`config.mk`:
```
export PLATFORM = sky130hd
export DESIGN_NAME = fetch_sequencer
export DESIGN_NICKNAME = d
export VERILOG_FILES = /design/src/rtl/fetch_sequencer.sv
export SDC_FILE = /design/constraint.sdc
export NUM_CORES = 1
export LEC_CHECK = 0
export BUFFER_PORTS_ARGS = -buffer_cell sky130_fd_sc_hd__buf_2
export CORE_MARGIN = 10
export CORE_UTILIZATION = 23
export DETAILED_ROUTE_END_ITERATION = 8
export PLACE_DENSITY_LB_ADDON = 0.3
export SLEW_MARGIN = 20
export SYNTH_ARGS = -nofsm -noshare
export SYNTH_HDL_FRONTEND = slang
export SYNTH_SLANG_ARGS = --single-unit
```
`constraint.sdc`:
```
create_clock -name clk -period 2.6 [get_ports clk]
set_input_delay 0.39 -clock clk [delete_from_list [all_inputs] [get_ports clk]]
set_output_delay 0.39 -clock clk [all_outputs]
set_load 0.01 [all_outputs]
```
`src/rtl/fetch_sequencer.sv`:
```
// fetch_sequencer: IF-stage controller for the 5-stage MIPS core.
// It owns the fetch address and issues one imem request at a time over a
// valid/ready handshake. It presents each fetched word to IF/ID and applies
// redirects from ID. A fetch that is in flight when a redirect arrives is
// squashed: the handshake still completes, but the returned data is dropped.
// Optional feature macro: FETCH_PERF_CNT_EN adds the outputs redirect_cnt and
// stall_cnt. Both are saturating performance counters.
module fetch_sequencer #(
  parameter logic [31:0] RESET_PC = 32'h0000_0000
) (
  input  logic        clk,
  input  logic        rst_n,
  input  logic        stall,
  input  logic        branch,
  input  logic        branch_taken,
  input  logic [31:0] branch_target,
  input  logic        jump,
  input  logic [31:0] jump_target,
  output logic        imem_req,
  output logic [31:0] imem_addr,
  input  logic        imem_ready,
  input  logic        imem_rvalid,
  input  logic [31:0] imem_rdata,
  output logic        if_valid,
  output logic [31:0] if_instr,
  output logic [31:0] pc,
`ifdef FETCH_PERF_CNT_EN
  output logic [31:0] redirect_cnt,
  output logic [31:0] stall_cnt,
`endif
  output logic        flush
);

  typedef enum logic [1:0] {BOOT, REQ, WAIT, HOLD} state_t;

  state_t      state_q;
  logic        req_q, valid_q, flush_q, squash_q;
  logic [31:0] addr_q, pc_q, instr_q, tgt_q;

  logic        redir;
  logic [31:0] redir_tgt;
  logic        capture;

  // A taken branch has priority over a jump. The target is word-aligned here.
  assign redir     = (branch & branch_taken) | jump;
  assign redir_tgt = ((branch & branch_taken) ? branch_target : jump_target)
                     & 32'hFFFF_FFFC;
  // Live data lands only in WAIT, when the fetch is not squashed and no
  // redirect arrives on the same edge.
  assign capture   = (state_q == WAIT) & imem_rvalid & ~squash_q & ~redir;

  // Fetch FSM and the registered IF/ID outputs.
  always_ff @(posedge clk or negedge rst_n) begin
    if (!rst_n) begin
      state_q  <= BOOT;
      req_q    <= 1'b0;
      addr_q   <= RESET_PC;
      pc_q     <= RESET_PC;
      instr_q  <= 32'h0000_0000;
      valid_q  <= 1'b0;
      flush_q  <= 1'b0;
      squash_q <= 1'b0;
      tgt_q    <= RESET_PC;
    end else begin
      flush_q <= redir;
      if (redir) begin
        valid_q <= 1'b0;
      end else if (capture) begin
        valid_q <= 1'b1;
        instr_q <= imem_rdata;
        pc_q    <= addr_q;
      end else if (!stall) begin
        valid_q <= 1'b0;
      end

      case (state_q)
        BOOT: begin
          if (redir) addr_q <= redir_tgt;
          state_q <= REQ;
          req_q   <= 1'b1;
        end
        REQ: begin
          // The address stays put until it is accepted. A redirect is parked
          // in tgt_q and takes effect after the squashed return.
          if (redir) begin
            squash_q <= 1'b1;
            tgt_q    <= redir_tgt;
          end
          if (imem_ready) begin
            state_q <= WAIT;
            req_q   <= 1'b0;
          end
        end
        WAIT: begin
          if (imem_rvalid) begin
            squash_q <= 1'b0;
            if (redir) begin
              addr_q  <= redir_tgt;
              state_q <= REQ;
              req_q   <= 1'b1;
            end else if (squash_q) begin
              addr_q  <= tgt_q;
              state_q <= REQ;
              req_q   <= 1'b1;
            end else begin
              addr_q <= addr_q + 32'd4;
              if (stall) begin
                state_q <= HOLD;
                req_q   <= 1'b0;
              end else begin
                state_q <= REQ;
                req_q   <= 1'b1;
              end
            end
          end else if (redir) begin
            squash_q <= 1'b1;
            tgt_q    <= redir_tgt;
          end
        end
        HOLD: begin
          if (redir) begin
            addr_q  <= redir_tgt;
            state_q <= REQ;
            req_q   <= 1'b1;
          end else if (!stall) begin
            state_q <= REQ;
            req_q   <= 1'b1;
          end
        end
        default: begin
          state_q <= BOOT;
          req_q   <= 1'b0;
        end
      endcase
    end
  end

  assign imem_req  = req_q;
  assign imem_addr = addr_q;
  assign if_valid  = valid_q;
  assign if_instr  = instr_q;
  assign pc        = pc_q;
  assign flush     = flush_q;

`ifdef FETCH_PERF_CNT_EN
  logic [31:0] redir_cnt_q, stall_cnt_q;

  // Saturating counts of accepted redirects and of stalled live instructions.
  always_ff @(posedge clk or negedge rst_n) begin
    if (!rst_n) begin
      redir_cnt_q <= 32'd0;
      stall_cnt_q <= 32'd0;
    end else begin
      if (redir && redir_cnt_q != 32'hFFFF_FFFF) redir_cnt_q <= redir_cnt_q + 32'd1;
      if (valid_q && stall && stall_cnt_q != 32'hFFFF_FFFF) stall_cnt_q <= stall_cnt_q + 32'd1;
    end
  end

  assign redirect_cnt = redir_cnt_q;
  assign stall_cnt    = stall_cnt_q;
`endif

endmodule
```
# Word level (Yosys, flattened, before mapping)
# Cells that the tools add are included.
totals:
  ff_bits: 134
  inputBits: 104
  out_inout_bits: 99
  wordCells: 65
classes:
  addsub: 1
  n_eq_ne: 9
  muxes: 31
  bitwise: 7
  n_reduce_logical: 8
op_table:
  columns: ["operator", "count"]
  rows:
  - ["$mux 32", 7]
  - ["$pmux 32 s2", 2]
  - ["$add 32x3->32 const B", 1]
  - ["$mux 2", 7]
  - ["$mux 1", 12]
  - ["$pmux 2 s4", 1]
  - ["$ne 2x2->1 const B", 3]
  - ["$reduce_and 3->1", 2]
  - ["$and 1x1->1", 4]
  - ["$eq 2x2->1 const B", 2]
  - ["$pmux 1 s4", 1]
  - ["$reduce_and 2->1", 2]
  - ["$reduce_bool 2->1", 2]
  - ["$ne 3x1->1 const B", 1]
  - ["$ne 3x3->1 const B", 1]
  - ["$eq 2x1->1 const B", 1]
  - ["$logic_not 2->1", 1]
  - ["$ne 2x1->1 const B", 1]
  - ["$not 1->1", 2]
  - ["$pmux 1 s2", 1]
  - ["$reduce_or 2->1", 1]
  - ["$or 1x1->1", 1]

# Depth between registers and ports, before layout
# Gate-level depths: netlist of run 1.
logic_depth:
  word_depth: 6
  ltp_mapped: 9
  depth_no_buf: 7

# Worst setup path before layout of run 1
# Ideal clock, no wire load.
synth_path:
  path_type: "register to register"
  startpoint: "reg state_q[0]"
  endpoint: "reg addr_q[8], in the netlist imem_addr[8]"
  setup_ps: 77
  arrival_time_ps: 2077
  required_ps: 2523
  path_slack_ps: 445
  path_stages_with_launch: 10
  path_buffers: 2
  period_less_slack_ps: 2155
  path_cell_list: "dfrtp_1 > inv_1 > ha_1 > clkbuf_1 > nor2_1 > clkbuf_1 > o21ai_0 > a21oi_1 > o32ai_1 > a21oi_1"
synth_between:
  elab_chain_cells: 4
  elab_cells_between_ends: 9
  cone_classes: "eq/ne (4); mux (1); reduce/logical (4)"
synth_rtl:
  columns: ["item", "line", "source"]
  rows:
  - ["start, declared", "36", "state_t state_q;"]
  - ["start signal, assigned", "55", "state_q <= BOOT;"]
  - ["start signal, assigned", "79", "state_q <= REQ;"]
  - ["start signal, assigned", "90", "state_q <= WAIT;"]
  - ["$eq 2x2->1 or $logic_not 2->1 (tied branches)", "76", "case (state_q)"]
  - ["$reduce_or 2->1 (no source line)", null, null]
  - ["$ne 2x1->1 (no source line) or $reduce_bool 2->1 (tied branches)", null, null]
  - ["$reduce_and 3->1 (no source line)", null, null]
  - ["end signal, assigned", "78", "if (redir) addr_q <= redir_tgt;"]
  - ["end signal, assigned", "98", "addr_q <= redir_tgt;"]
  - ["end signal, assigned", "102", "addr_q <= tgt_q;"]
  - ["end, declared", "38", "logic [31:0] addr_q, pc_q, instr_q, tgt_q;"]
# Parallel ways exist; a longest one is shown, timed or not.
# A chain may end at the register's enable or synchronous reset.

# Worst setup path after layout of run 1
layout_path:
  startpoint: "reg state_q[0]"
  endpoint: "reg addr_q[31], in the netlist imem_addr[31]"
# The elaborated chain is that of the path after synthesis.

==> results of run 1 <==
state kept, by name (all words and copies together), names as in the netlist:
name	flops
if_instr	32
state_q	2
tgt_q	30
pc	30
imem_req	1
flush	1
if_valid	1
squash_q	1
imem_addr	30
worst min-delay path by stage:
stage                        startpoint      endpoint  cells after the start
after global routing      imem_rdata[3]   if_instr[3]                      2
after floorplan                   rst_n         flush                      0
final                     imem_rdata[5]   if_instr[5]                      2
after CTS                 imem_rdata[3]   if_instr[3]                      2
after detailed placement          rst_n  if_instr[22]                      1
after global placement            rst_n  if_instr[24]                      1
layout make-up:
class,count,share of cell area
Antenna cell,1,0.000283
Sequential cell,128,0.362
Multi-Input combinational cell,491,0.354
Clock inverter,13,0.0181
Tap cell,378,0.0534
Clock buffer,19,0.0511
Timing Repair Buffer,241,0.158
Inverter,10,0.00424
synthesized netlist by cell type, types with 3 or more instances:
| cell | n | area [µm²] |
|---|---|---|
| a211oi_1 | 5 | 37.5 |
| a21oi_1 | 35 | 175 |
| a22oi_1 | 3 | 22.5 |
| a2bb2oi_1 | 5 | 43.8 |
| a31oi_1 | 38 | 238 |
| a41oi_1 | 3 | 26.3 |
| and2_1 | 4 | 25.0 |
| and3_1 | 4 | 25.0 |
| and4_1 | 5 | 43.8 |
| buf_1 | 3 | 11.3 |
| buf_2 | 7 | 35.0 |
| buf_4 | 11 | 82.6 |
| clkbuf_1 | 31 | 116 |
| dfrtp_1 | 128 | 3200 |
| ha_1 | 4 | 50.1 |
| inv_1 | 10 | 37.5 |
| mux2_1 | 5 | 56.3 |
| mux2_2 | 57 | 642 |
| mux2i_1 | 7 | 70.1 |
| nand2_1 | 89 | 334 |
| nand3_1 | 26 | 130 |
| nand4_1 | 10 | 62.6 |
| nor2_1 | 65 | 244 |
| nor3_1 | 10 | 50.1 |
| nor4_1 | 5 | 31.3 |
| o211ai_1 | 9 | 67.6 |
| o21ai_0 | 30 | 150 |
| o22a_1 | 6 | 52.6 |
| o22ai_1 | 3 | 18.8 |
| o2bb2ai_1 | 3 | 26.3 |
| o31a_1 | 3 | 26.3 |
| o31ai_1 | 3 | 22.5 |
| o32ai_1 | 3 | 26.3 |
| or3_1 | 5 | 31.3 |
power by group:
group	total [mW]	internal, mW	switching (mW)
registers	3.30	2.64	0.664
logic	3.85	1.66	2.19
clock network	2.55	1.56	0.985
total	9.70	5.86	3.84
cells by family after synthesis:
kind of cell	synth area share
AOI/OAI and AO/OA	0.177
xor gates and xnor gates	0.00399
other	0.000569
muxes	0.117
buffers and inverters	0.0429
adders and majority gates	0.00760
and+or+nand+nor	0.165
DFF	0.486
repair_timing:
| item | 4_1_cts | 5_1_grt |
|---|---|---|
| hold endpoints to repair | 26 | 0 |
| hold buffers | 1 | 0 |
| setup endpoints to repair | 0 | 1 |
| gates resized for setup | 0 | 1 |
metrics by stage:
step / setup slack [ns] / util
after global routing: 0.00848 / 0.316
after floorplan: 0.445 / -
after CTS: 0.198 / 0.316
final: 0.234 / 0.316
after detailed placement: 0.256 / 0.294
after global placement: 0.255 / 0.294
layer usage:
layer,vias up,track usage,wire (µm)
li1,2906,-,-
met1,2996,0.177,10900
met2,239,0.213,11100
met3,19,0.0401,1980
met4,0,0.0333,247
met5,-,0,0
==> flow_summary_export.csv, run 1 <==
group,metric,value,unit
worst_setup_path,crit_type,"flip-flop to flip-flop",
power,p_leak,4.23,nW
clock_network,insertion_delay,0.43,ns
logic_synthesis,ys_types,63,
place,routabilityCongestion,0.809,
floorplanning,die-height,189,µm
worst_setup_path,path_buf_inv,2,
detailed_routing,drc,0,
detailed_routing,vias_per_cell,4.81,
logic_synthesis,synth-seq-cells,128,
final_layout,design_area,8860,µm²
run_status,status,"completed",
detailed_routing,wl_per_cell,18.9,µm
sta,slew_headroom,0.585,
place,dp_hpwl,18300,µm
global_route,grt.total_usage,0.135,
clock_network,cts_tree,"yes",
sta,skew,0.0119,ns
sta,hold_viol,0,
final_layout,drive_gt1_frac,0.377,
sta,fmax,423,MHz
worst_setup_path,slowest_delay,0.59,ns
place,dp_cells,1247,
sta,hold_slack,0.184,ns
worst_setup_path,r2r_cells,8,
worst_setup_path,arrival,2.73,ns
clock_network,cts_buffers,17,
final_layout,fin_cells,1281,
logic_synthesis,netlist_instances,678,
logic_synthesis,synth_area,6590,µm²
worst_setup_path,worstSetupEndpoint,"imem_addr[31]",
clock_network,clock_sinks,128,
final_layout,seqCellArea,3200,µm²
floorplanning,dieArea,35800,µm²
clock_network,cts_max_path_buffers,2,
sta,tightest_slew,0.623,ns
worst_setup_path,cp_top_family,"compound AO/OA/AOI/OAI gates",
worst_setup_path,r2r-end,"imem_addr[31]",
floorplanning,rows,61,
final_layout,multiInputGateArea,3130,µm²
worst_setup_path,slowest_stage,"ha_1",
power,vdd_drop_max,0.000406,V
power,p_total,9.70,mW
detailed_routing,drtPass1Iterations,5,
floorplanning,ios,203,
final_layout,syn2layout_area_growth,34.5,%
sta,slew_violations,0,
final_layout,fillers,2979,
clock_network,cts_root_buffer,"clkbuf_16",
worst_setup_path,cp-startpoint,"state_q[0]",
place,port-buffer-count,194,
worst_setup_path,cp_num_cells,8,
logic_synthesis,yosysSeqAreaShare,0.486,
sta,rsz0062_at_grt,"no",
sta,fin_crit_sh,0.910,
logic_synthesis,ys_async_sr_fraction,1.00,
job,drv_cap,0,
detailed_routing,ant_nets,0,
detailed_routing,drt_wl_total,24200,µm
worst_setup_path,cp.required,2.96,ns
global_route,grt_overflow,0,
clock_network,clk_pin_slew,0.06,ns
worst_setup_path,reg2reg_setup_slack,0.23,ns
floorplanning,initial_core_util,0.235,
final_layout,layout_commonest_cell,"buf_2",
place,dpl_cell_area,8230,µm²
clock_network,htree_levels,4,
global_route,grt_first_pass_wirelength,38200,µm
worst_setup_path,endpoint_kind,"flip-flop",
sta,post-route-min-period,2.37,ns
logic_synthesis,synth_warnings,0,
sta,setup-violations-final,0,
floorplanning,core,28000,µm²
worst_setup_path,worstSetupStartpointType,"flip-flop",
worst_setup_path,cp_max_fo,16,
logic_synthesis,avgSynthCellArea,9.71,µm²
detailed_routing,vias,6160,
worst_setup_path,crit_chain,"inv_1, ha_1, nor2_1, a211o_1, buf_4, a311oi_1, a21oi_1, nand3_1",
detailed_routing,drt_iter0_drc,455,
global_route,grt_max_degree,61,
worst_setup_path,r2r-start,"state_q[0]",
floorplanning,die_w,189,µm
clock_network,cts_setup_buffers,0,
global_route,first_global_vias,6391,
logic_synthesis,synth_edf_count,0,
final_layout,layout_common_cells,"193 x buf_2, 128 x dfrtp_1, 89 x nand2_1, 64 x nor2_1, 57 x mux2_2",
global_route,antenna_found_initial,0,
worst_hold_path,hp-class,"input port to flip-flop",
final_layout,fin_nets,997,
power,powerDensity,1100,nW/µm²
logic_synthesis,ys.flop_type,"dfrtp_1",
sta,setup-tns-final,0,ns
Power figures use the tool's default switching activity.
==> inputs of run 2 (changes only) <==
--- a/config.mk
+++ b/config.mk
@@ -5,10 +5,10 @@
 export SDC_FILE = /design/constraint.sdc
 export NUM_CORES = 1
 export LEC_CHECK = 0
-export BUFFER_PORTS_ARGS = -buffer_cell sky130_fd_sc_hd__buf_2
 export CORE_MARGIN = 10
 export CORE_UTILIZATION = 23
 export DETAILED_ROUTE_END_ITERATION = 8
+export DONT_BUFFER_PORTS = 1
 export PLACE_DENSITY_LB_ADDON = 0.3
 export SLEW_MARGIN = 20
 export SYNTH_ARGS = -nofsm -noshare
==> run 2 against run 1 <==
Register-to-register slack about the same. Final area is 11% lower. Wire length decreased by 1.1%. Worst setup slack got worse by 0.011 ns. Sequential power increased by 2%. Critical path type unchanged. The run now ends with negative hold slack left. Die area unchanged. Sequential share of layout area up 4.5 points. Combinational power fell by 7.3%.
==> flow_summary_export.csv, run 2 (synthesis results as in run 1) <==
group,metric,value,unit
clock_network,clk_pin_slew,0.06,ns
sta,skew,0.0153,ns
worst_setup_path,crit_type,"flip-flop to flip-flop",
run_status,violations,"negative hold slack",
detailed_routing,drtPass1Iterations,6,
sta,hold_viol,128,
sta,hold_slack,-0.341,ns
worst_hold_path,hp-class,"input port to async pin",
sta,fmax,421,MHz
power,powerDensity,1190,nW/µm²
floorplanning,dieArea,35800,µm²
power,p_switching,3.77,mW
final_layout,seqCellArea,3200,µm²
power,internal-power,5.57,mW
floorplanning,rows,61,
power,p_leak,3.35,nW
detailed_routing,drt_iter0_drc,358,
global_route,grt_overflow,0,
final_layout,layout_common_cells,"128 x dfrtp_1, 88 x nand2_1, 64 x nor2_1, 57 x mux2_2, 46 x buf_4",
worst_setup_path,cp.required,2.91,ns
global_route,grt.total_usage,0.131,
sta,slew_violations,0,
clock_network,insertion_delay,0.43,ns
floorplanning,ios,203,
clock_network,htree_levels,4,
final_layout,fin_nets,807,
power,clockPowerShare,0.259,
detailed_routing,wl_per_cell,21.9,µm
sta,fin_crit_sh,0.914,
global_route,grt_first_pass_wirelength,36100,µm
run_status,status,"finished with violations",
detailed_routing,drt_wl_total,23900,µm
sta,rsz0062_at_grt,"no",
global_route,grt_max_degree,129,
final_layout,drive_gt1_frac,0.213,
final_layout,fin_util,0.281,
final_layout,design_area,7880,µm²
job,drv_cap,0,
sta,setup-tns-final,0,ns
clock_network,cts_root_buffer,"clkbuf_16",
power,p_sw_frac,0.403,
detailed_routing,ant_nets,0,
clock_network,cts_buffers,17,
global_route,antenna_found_initial,1,
final_layout,syn2layout_area_growth,19.6,%
floorplanning,core,28000,µm²
worst_setup_path,arrival,2.68,ns
final_layout,layout_commonest_cell,"dfrtp_1",
power,power_frac_comb,0.382,
floorplanning,die-height,189,µm
worst_setup_path,cp_max_fo,12,
detailed_routing,vias,5450,
clock_network,cts_tree,"yes",
clock_network,clock_sinks,128,
detailed_routing,drc,0,
final_layout,multiInputGateArea,3130,µm²
place,dpl_cell_area,7290,µm²
final_layout,fillers,2965,
detailed_routing,vias_per_cell,5.00,
place,port-buffer-count,0,
power,vdd_drop_max,0.000434,V
final_layout,largest_reg_flops,32,
floorplanning,initial_core_util,0.235,
floorplanning,die_w,189,µm
worst_setup_path,worstSetupStartpointType,"flip-flop",
global_route,first_global_vias,5529,
power,p_seq_frac,0.359,
clock_network,cts_setup_buffers,0,
sta,post-route-min-period,2.38,ns
clock_network,cts_max_path_buffers,2,
place,dp_hpwl,17500,µm
worst_setup_path,endpoint_kind,"flip-flop",
clock_network,cts_resized,0,
sta,setup-violations-final,0,
place,routabilityCongestion,0.838,
==> run 2: cell count changes in the layout (fill, tap and decap cells not counted) <==
cell and change:
buf_2 -193, or2_4 -1, clkinvlp_4 +4, dlygate4sd3_1 -1, nand2_1 -1, inv_6 -2
bufinv_16 -1, nand2_2 +1, clkbuf_8 -1, buf_4 +5, buf_6 -1, or2_2 +1
==> run 2: routing by layer <==
layer  global-route usage  up-vias  share of wire
met5                    0        -              0
met4               0.0363        0         0.0095
met3               0.0544       15           0.11
met2                0.203      235           0.46
met1                0.164     2667           0.43
li1                     -     2533              -
==> run 2: final timing paths <==
check / from / endpoint / slack (ns) / depth (start not counted)
min: rst_n / if_instr[24] / -0.34 / 0
min reg2reg: tgt_q[7] / tgt_q[7] / 0.52 / 2
max: state_q[0] / imem_addr[12] / 0.22 / 8
max in group asynchronous: rst_n / imem_addr[10] / 2.71 / 0
max reg2reg: state_q[0] / imem_addr[12] / 0.22 / 8
min in group clk: branch_target[15] / tgt_q[15] / 0.10 / 2
==> run 2: power groups by stage <==
stage          clock network, mW  logic [mW]  registers (mW)
5_1_grt                     2.58        3.96            3.46
2_1_floorplan                  0        2.22            3.28
3_5_place_dp                   0        3.58            3.40
3_3_place_gp                   0        3.54            3.39
4_1_cts                     2.52        3.58            3.37
6_report                    2.42        3.57            3.35
==> run 2: critical path, cell delays in order, from the launching register on <==
cell,delay (ns)
dfrtp_1,0.39
inv_1,0.06
ha_1,0.45
buf_4,0.22
a211oi_1,0.27
nand2_1,0.36
nor3_1,0.27
a21oi_1,0.06
o22a_1,0.19
==> run 2: layout make-up <==
type                            instances  area share
Timing Repair Buffer                   51      0.0566
Clock buffer                           18      0.0558
Tap cell                              378      0.0601
Sequential cell                       128       0.407
Antenna cell                            1    0.000318
Clock inverter                         14      0.0181
Inverter                               10     0.00477
Multi-Input combinational cell        491       0.398
==> run 2: stage by stage <==
step	hold slack [ns]	setup slack, ns	total power [mW]	instances
2_1_floorplan	0.0944	0.445	5.50	681
3_3_place_gp	0.0988	0.269	6.93	1058
3_5_place_dp	0.0991	0.212	6.98	1058
4_1_cts	-0.366	0.221	9.47	1090
5_1_grt	-0.373	0.0134	10.0	1091
6_report	-0.341	0.223	9.33	1091
==> inputs of run 3 (changes only) <==
==> constraint.sdc (replaced) <==
create_clock -name clk -period 2.3 [get_ports clk]
set_input_delay 0.345 -clock clk [delete_from_list [all_inputs] [get_ports clk]]
set_output_delay 0.345 -clock clk [all_outputs]
set_load 0.01 [all_outputs]
==> run 3 against run 2 <==
The flow still finishes with violations (negative hold slack). Count of clock-buffer cells in the layout unchanged. Sequential cell count is the same. Clock skew decreased by 0.0016 ns. Wire length fell by 0.69%.
==> flow_summary_export.csv, run 3 (synthesis results as in run 1) <==
group,metric,value,unit
worst_setup_path,slowest_stage,"or4b_2",
clock_network,cts_root_buffer,"clkbuf_16",
global_route,first_global_vias,5676,
final_layout,design_area,8020,µm²
run_status,violations,"negative hold slack",
global_route,grt_max_degree,129,
detailed_routing,wl_per_cell,21.5,µm
worst_setup_path,cp_max_fo,12,
place,port-buffer-count,0,
global_route,grt_overflow,0,
clock_network,cts_tree,"yes",
detailed_routing,vias_per_cell,5.01,
power,powerDensity,1350,nW/µm²
job,drv_cap,0,
detailed_routing,vias,5529,
worst_setup_path,crit_type,"flip-flop to flip-flop",
sta,rsz0062_at_grt,"no",
power,p_total,10.8,mW
worst_setup_path,slowest_delay,0.71,ns
worst_setup_path,endpoint_kind,"flip-flop",
place,dp_hpwl,17600,µm
place,routabilityCongestion,0.835,
detailed_routing,drtPass1Iterations,6,
final_layout,drive_gt1_frac,0.228,
clock_network,cts_max_path_buffers,2,
worst_setup_path,worstSetupStartpointType,"flip-flop",
final_layout,fillers,2944,
global_route,antenna_found_initial,2,
floorplanning,die-height,189,µm
worst_hold_path,hp-class,"input port to async pin",
power,vdd_drop_max,0.000468,V
place,dpl_cell_area,7390,µm²
final_layout,fin_util,0.286,
final_layout,syn2layout_area_growth,21.7,%
detailed_routing,drt_iter0_drc,485,
final_layout,fin_nets,818,
floorplanning,rows,61,
worst_setup_path,crit_chain,"inv_1, ha_4, or4b_2, a31oi_4, a31oi_1, o21ai_0, o41ai_1",
clock_network,clock_sinks,128,
detailed_routing,ant_nets,0,
clock_network,cts_buffers,17,
global_route,grt_first_pass_wirelength,36400,µm
detailed_routing,drt_wl_total,23800,µm
worst_setup_path,cp.required,2.59,ns
sta,fin_crit_sh,0.919,
clock_network,clk_pin_slew,0.06,ns
clock_network,insertion_delay,0.42,ns
run_status,status,"finished with violations",
worst_setup_path,arrival,2.40,ns
clock_network,htree_levels,4,
worst_setup_path,r2r_cells,7,
power,p_leak,3.42,nW
sta,hold_viol,128,
worst_setup_path,cp_top_family,"simple AND/OR/NAND/NOR gates",
floorplanning,core,28000,µm²
floorplanning,die_w,189,µm
detailed_routing,drc,0,
worst_setup_path,path_buf_inv,1,
sta,skew,0.0138,ns
sta,post-route-min-period,2.11,ns
sta,setup-violations-final,0,
sta,setup-tns-final,0,ns
global_route,grt.total_usage,0.132,
sta,fmax,473,MHz
floorplanning,ios,203,
worst_setup_path,cp_num_cells,7,
final_layout,layout_common_cells,"128 x dfrtp_1, 88 x nand2_1, 64 x nor2_1, 57 x mux2_2, 56 x buf_4",
floorplanning,initial_core_util,0.235,
final_layout,layout_commonest_cell,"dfrtp_1",
sta,slew_violations,0,
floorplanning,dieArea,35800,µm²
sta,hold_slack,-0.381,ns
final_layout,largest_reg_flops,32,
clock_network,cts_setup_buffers,0,
run 3: metal layers:
| metal | vias to the layer above | wire length (µm) | GRT usage |
|---|---|---|---|
| li1 | 2558 | - | - |
| met1 | 2724 | 9760 | 0.163 |
| met2 | 233 | 11100 | 0.207 |
| met3 | 14 | 2730 | 0.0538 |
| met4 | 0 | 212 | 0.0351 |
| met5 | - | 0 | 0 |
run 3: cell type report:
class	instances	area, µm²	area share
sequential	128	3200	0.400
timing repair buffer	62	541	0.0674
antenna	2	5.00	0.000624
clock buffer	18	439	0.0548
tap	378	473	0.0590
inverter	10	37.5	0.00468
clock inverter	14	156	0.0195
multi-input combinational	491	3160	0.394
run 3: what timing repair did:
item	in CTS	in global routing
resized for setup	0	5
hold endpoints to repair	128	128
setup endpoints to repair	0	14
run 3: path summary, 6_finish.rpt:
kind	slack, ns	startpoint	to
worst max-delay path	0.19	state_q[0]	imem_addr[9]
worst min-delay path	-0.38	rst_n	if_instr[22]
worst max register to register	0.19	state_q[0]	imem_addr[9]
worst min register to register	0.54	tgt_q[7]	tgt_q[7]
max in group asynchronous	2.46	rst_n	tgt_q[19]
min in group clk	0.05	branch_target[18]	tgt_q[18]
run 3: report_power, final:
group          total (mW)  switching [mW]  leakage [nW]  internal (mW)
combinational        4.41            2.52          1.53           1.89
sequential           3.64           0.656          1.62           2.99
clock                2.79            1.14         0.280           1.64
total                10.8            4.32          3.42           6.52
run 3: through the flow:
step / cells / setup WS (ns)
6_report: 1103 / 0.187
3_3_place_gp: 1069 / 0.0161
4_1_cts: 1101 / 0.00494
3_5_place_dp: 1069 / 0.00249
5_1_grt: 1102 / 0.0480
2_1_floorplan: 681 / 0.145
run 3: worst register-to-register path, stage by stage, from the launching register on:
cell     delay (ns)
dfrtp_1        0.40
inv_1          0.11
ha_4           0.25
or4b_2         0.71
a31oi_4        0.22
a31oi_1        0.05
o21ai_0        0.15
o41ai_1        0.09
